File: config.mk
export PLATFORM = sky130hd
export DESIGN_NAME = pipe_ctrl
export DESIGN_NICKNAME = d
export VERILOG_FILES = /design/src/rtl/pipe_ctrl_pkg.sv /design/src/rtl/pipe_ctrl_perf_cnt.sv /design/src/rtl/pipe_ctrl.sv
export SDC_FILE = /design/constraint.sdc
export NUM_CORES = 1
export LEC_CHECK = 0
export BUFFER_PORTS_ARGS = -buffer_cell sky130_fd_sc_hd__buf_4
export CORE_AREA = 2 2 65 67
export CTS_BUF_LIST = sky130_fd_sc_hd__clkbuf_16
export DETAILED_ROUTE_END_ITERATION = 16
export DIE_AREA = 0 0 67 69
export MAX_ROUTING_LAYER = met4
export PLACE_DENSITY = 0.71
export SKIP_LAST_GASP = 1
export SLEW_MARGIN = 10
export SYNTH_ARGS = -nofsm -noshare
export SYNTH_HDL_FRONTEND = slang
export SYNTH_SLANG_ARGS = --single-unit
File: constraint.sdc
create_clock -name clock -period 3.3 [get_ports clock]
set_input_delay 0.495 -clock clock [delete_from_list [all_inputs] [get_ports clock]]
set_output_delay 0.495 -clock clock [all_outputs]
set_load 0.01 [all_outputs]
File: src/rtl/pipe_ctrl_pkg.sv
// Shared constants for the central pipeline controller: stage indices,
// register address width and the default performance-counter width.
package pipe_ctrl_pkg;

    localparam int STG_F      = 0;
    localparam int STG_D      = 1;
    localparam int STG_A      = 2;
    localparam int REG_ADDR_W = 5;
    localparam int PERF_CNT_W = 32;

    // x0 is hardwired to zero, so a load targeting it never creates a dependency.
    function automatic logic reg_dep(input logic uses,
                                     input logic [REG_ADDR_W-1:0] src,
                                     input logic [REG_ADDR_W-1:0] dst);
        return uses && (src == dst) && (dst != '0);
    endfunction

endpackage

File: src/rtl/pipe_ctrl_perf_cnt.sv
// Enable-qualified event counter that wraps modulo 2^CNT_W.
module pipe_perf_cnt #(
    parameter int CNT_W = 32
) (
    input  logic             clock,
    input  logic             reset,
    input  logic             inc,
    output logic [CNT_W-1:0] count
);

    logic [CNT_W-1:0] count_q;
    logic [CNT_W-1:0] count_d;

    always_comb begin
        count_d = count_q;
        if (inc) count_d = count_q + CNT_W'(1);
    end

    always_ff @(posedge clock or negedge reset) begin
        if (!reset) count_q <= '0;
        else        count_q <= count_d;
    end

    assign count = count_q;

endmodule

File: src/rtl/pipe_ctrl.sv
// Central pipeline controller: valid bits, ready chain, load-use bubble and branch flush.
// Define PERF_CNT_EN to build the retire/stall/flush performance counters.
module pipe_ctrl
    import pipe_ctrl_pkg::*;
#(
    parameter int NUM_STAGES = 5,
    parameter int BR_STAGE   = 2,
    parameter int CNT_W      = PERF_CNT_W
) (
    input  logic                  clock,
    input  logic                  reset,
    input  logic [NUM_STAGES-1:0] stage_busy,
    input  logic                  br_en,
    input  logic [REG_ADDR_W-1:0] d_rs1,
    input  logic [REG_ADDR_W-1:0] d_rs2,
    input  logic                  d_uses_rs1,
    input  logic                  d_uses_rs2,
    input  logic [REG_ADDR_W-1:0] a_rd,
    input  logic                  a_is_load,
    output logic [NUM_STAGES-1:0] stage_en,
    output logic [NUM_STAGES-1:0] stage_valid,
    output logic                  redirect,
    output logic [CNT_W-1:0]      cnt_retire,
    output logic [CNT_W-1:0]      cnt_stall,
    output logic [CNT_W-1:0]      cnt_flush
);

    logic [NUM_STAGES-1:0] valid_q;
    logic [NUM_STAGES-1:0] valid_d;
    logic [NUM_STAGES-1:0] rdy;
    logic [NUM_STAGES-1:0] en;
    logic                  hazard;
    logic                  redir;
    logic                  carry;

    // A stage is ready when empty, or when it can hand its instruction downstream.
    always_comb begin
        rdy   = '0;
        carry = 1'b1;
        for (int i = NUM_STAGES - 1; i >= 0; i--) begin
            carry  = !valid_q[i] | (!stage_busy[i] & carry);
            rdy[i] = carry;
        end
    end

    always_comb begin
        hazard = valid_q[STG_D] & valid_q[STG_A] & a_is_load
               & (reg_dep(d_uses_rs1, d_rs1, a_rd) | reg_dep(d_uses_rs2, d_rs2, a_rd));
        redir  = br_en & valid_q[BR_STAGE] & !stage_busy[BR_STAGE] & rdy[BR_STAGE+1];

        en = rdy;
        if (hazard) en[STG_D:STG_F] = 2'b00;
        if (redir) begin
            for (int i = 0; i <= BR_STAGE; i++) en[i] = 1'b1;
        end
    end

    always_comb begin
        valid_d = valid_q;
        if (en[STG_F]) valid_d[STG_F] = 1'b1;
        for (int i = 1; i < NUM_STAGES; i++) begin
            if (en[i]) begin
                valid_d[i] = valid_q[i-1] & !stage_busy[i-1]
                           & !((i == STG_A) & hazard)
                           & !(redir & (i <= BR_STAGE));
            end
        end
    end

    always_ff @(posedge clock or negedge reset) begin
        if (!reset) valid_q <= '0;
        else        valid_q <= valid_d;
    end

    assign stage_en    = en;
    assign stage_valid = valid_q;
    assign redirect    = redir;

`ifdef PERF_CNT_EN
    pipe_perf_cnt #(.CNT_W(CNT_W)) u_cnt_retire (
        .clock (clock),
        .reset (reset),
        .inc   (valid_q[NUM_STAGES-1] & !stage_busy[NUM_STAGES-1]),
        .count (cnt_retire)
    );

    pipe_perf_cnt #(.CNT_W(CNT_W)) u_cnt_stall (
        .clock (clock),
        .reset (reset),
        .inc   (valid_q[STG_F] & !en[STG_F]),
        .count (cnt_stall)
    );

    pipe_perf_cnt #(.CNT_W(CNT_W)) u_cnt_flush (
        .clock (clock),
        .reset (reset),
        .inc   (redir),
        .count (cnt_flush)
    );
`else
    assign cnt_retire = '0;
    assign cnt_stall  = '0;
    assign cnt_flush  = '0;
`endif

endmodule

==> metrics.md <==
| Metric | Value |
|---|---|
| Buffer type at the clock tree root | sky130_fd_sc_hd__clkbuf_16 |
| Class of the most critical setup path | in -> out |
| Critical Path Source Type | primary input |
| Number of flip-flops in the largest register | 5 |
| Total detailed-routing wirelength | 1.90 mm |
| Clk buf depth | 2 |
| Antenna violations before repair | 0 |
| Standard-cell rows | 23 |
| Routability congestion estimate | 0.664 |
| Maximum fanout along the worst path | 5 |
| Mean instance size in the synthesized netlist | slightly below 8 um2 |
| Number of flops mapped to enable cells by yosys | 0 |
| HPWL after detailed placement | ~1.7 mm |
| Endpoint class of the critical path | output pin |
| Remaining DRCs | 0 |
| Total of cells resized after clock tree synthesis | 0 |
| Count of max-cap constraint violations | 0 |
| Worst Hold Slack | 0.0607 ns |
| Hold buffer count at CTS | 0 |
| Worst Skew | 0.00383 ns |
| Boundary Pins | 133 |
| TritonCTS clock tree | yes |
| Number of buffers inserted during clock tree synthesis | 3 |
| Drt via density | 3.23 |
| Horizontal die dimension | 67 um |
| Drt initial violations | 18 |
| Area of the die | 4620 um2 |
| Fmax | roughly 430 MHz |
| Leading register cell type out of synthesis | sky130_fd_sc_hd__dfrtp_1 |
| Share of the yosys chip area belonging to registers | 0.112 |
| Share of final-layout standard cells stronger than drive strength 1 | 0.232 |
| Design area | ~1200 um2 |
| Leakage power of the design | between 0.6 and 0.7 nW |
| Core Footprint | 3910 um2 |
| Worst hold path type | in -> async |
| Number of global-route vias before repair | roughly 560 |
| Critical path data arrival time | approximately 1.8 ns |
| List of cells traversed by the critical path | buf_4, or4_1, o2111ai_2, a21oi_2, o21ai_0, buf_4 |
| Number of diodes | 0 |
| Clk slew on worst S/H paths | around 0.03 ns |
| Setup Total Neg Slack | 0 ns |
| Insertion delay of the later-clocked pin in the worst-skew pair | 0.23 ns |
| Run status | complete, no violations |
| First-pass iteration count of the detailed router | 4 |
| Fraction of the cycle the final worst path needs | 0.705 |
| Async set or reset register ratio after synthesis | 1.00 |
| Post-layout total power | approximately 0.00048 W |
| Per-cell routed wire length | 8.23 um |
| RSZ-0062 raised after global routing | no |
| Total setup violations reported at the end of the flow | 0 |
| Total number of clock tree sinks | 5 |
| IR Drop Worst-Case VDD | 0.264 mV |
| Number of hold violations in the final report | 0 |
| Global-route wire length before repair | about 2.4 mm |
| Port-buffer cells | 36 |
| Clock period minus worst slack | 2.33 ns |
| Number of library cell types mapped by synthesis | 21 |
| Largest net degree at the start of global routing | 7 |
| Standard cell area after detailed placement | 1090 um2 |
| Number of pins with negative max-slew slack in the final report | 0 |
| Count of vias placed by the detailed router | 746 |
| Effective utilization at floorplan | 0.285 |
| Post-CTS setup buffers | 0 |
| Fillers | 446 |
| Final ANT Viol Nets | 0 |
| Area of the mapped netlist | 1120 um2 |
| Layout overhead on the synthesized area | 4.26% |
| Required time at the worst-slack endpoint | 2.80 ns |
| Count of nets after finishing | around 210 |
| Die outline height | 69 um |
| CP peak stage delay | ~0.57 ns |
| Worst path slowest cell | sky130_fd_sc_hd__or4_1 |
| Post-synthesis cell count | 142 |
| Areal power density over the cells | 410 nW/um2 |
| H-tree depth | 1 |
| Tot GR Track Use | 0.0697 |
| Most frequent cell on the critical path | sky130_fd_sc_hd__buf_4 |
| Yosys warnings | 0 |
| Number of flip-flops and latches in the synthesized netlist | 5 |
| Gr ovfl total | 0 |
report_power, final:
| group | switching [W] | total, W | internal [W] | leakage, nW |
|---|---|---|---|---|
| Combinational | 0.000113 | 0.000191 | 0.0000776 | 0.591 |
| Sequential | 0.0000150 | 0.0000899 | 0.0000749 | 0.0557 |
| Clock | 0.0000404 | 0.000197 | 0.000157 | 0.0423 |
synthesized netlist by cell type, drive strengths merged (2+ instances only):
cell type,instances,share of area
dfrtp,5,0.11
nand3,3,0.013
buf,96,0.65
o21ai,5,0.022
nand2,2,0.0067
nor4,2,0.011
inv,4,0.013
xnor2,2,0.016
nor2b,2,0.011
xor2,8,0.063
o21a,2,0.013
a21oi,2,0.012
nand3b,2,0.013
logic make-up after synthesis:
group,synth area share
buffers and inverters,0.658
and+or+nand+nor,0.0717
AOI/OAI and AO/OA,0.0761
xor gates and xnor gates,0.0784
DFF,0.112
other,0.00336
layer usage:
layer	part of all wire	GRT usage	up-vias	routed length [um]
met4	0.011	0.0340	0	20
met1	0.30	0.0675	333	573
li1	-	-	336	-
met3	0.17	0.0179	2	328
met2	0.51	0.124	75	977
met5	0	-	-	0
path summary, 6_finish.rpt:
| kind | from | endpoint | slack (ns) | cells past startpoint |
|---|---|---|---|---|
| setup / recovery | a_rd[1] | stage_en[0] | 0.97 | 6 |
| hold / removal | reset | stage_valid[1] | 0.06 | 1 |
| setup reg to reg | stage_valid[3] | stage_valid[1] | 2.04 | 4 |
| hold reg to reg | stage_valid[0] | stage_valid[0] | 0.53 | 1 |
| max in group asynchronous | reset | stage_valid[4] | 3.13 | 1 |
| min in group clock | stage_busy[3] | stage_valid[4] | 0.50 | 2 |
critical path: cells and delay by family:
family	cells	cell delay, ns
compound gates	3	0.48
simple gates	1	0.57
buf+inv	2	0.27
cell usage in the layout (no fill, tap or decap):
cell and count:
sky130_fd_sc_hd__or2_2 1, sky130_fd_sc_hd__o2111ai_2 1, sky130_fd_sc_hd__dfrtp_1 5, sky130_fd_sc_hd__nand3b_1 2, sky130_fd_sc_hd__nor2b_1 2, sky130_fd_sc_hd__o21ai_0 5, sky130_fd_sc_hd__a21oi_1 1, sky130_fd_sc_hd__a21oi_2 1
sky130_fd_sc_hd__or4_1 1, sky130_fd_sc_hd__nand3_1 3, sky130_fd_sc_hd__nor2_1 1, sky130_fd_sc_hd__inv_1 5, sky130_fd_sc_hd__nor4_1 2, sky130_fd_sc_hd__a21o_1 1, sky130_fd_sc_hd__xnor2_1 2, sky130_fd_sc_hd__conb_1 96
sky130_fd_sc_hd__o21a_1 2, sky130_fd_sc_hd__xor2_1 8, sky130_fd_sc_hd__nand2_1 2, sky130_fd_sc_hd__o31a_1 1, sky130_fd_sc_hd__buf_4 36, sky130_fd_sc_hd__clkbuf_16 3
final cells by class:
class,instances,area [um2],share of cell area
Multi-Input combinational cell,132,613,0.526
Timing Repair Buffer,36,270,0.232
Clock inverter,1,3.75,0.00322
Tap cell,50,62.6,0.0537
Clock buffer,3,75.1,0.0644
Sequential cell,5,125,0.107
Inverter,4,15.0,0.0129
through the flow:
step	setup slack [ns]	util	std cells
floorplan	1.23	-	237
global placement	1.00	0.277	227
detailed placement	0.968	0.277	227
CTS	0.954	0.298	231
global route	0.877	0.298	231
finish	0.975	0.298	231
Power figures use the tool's default switching activity.
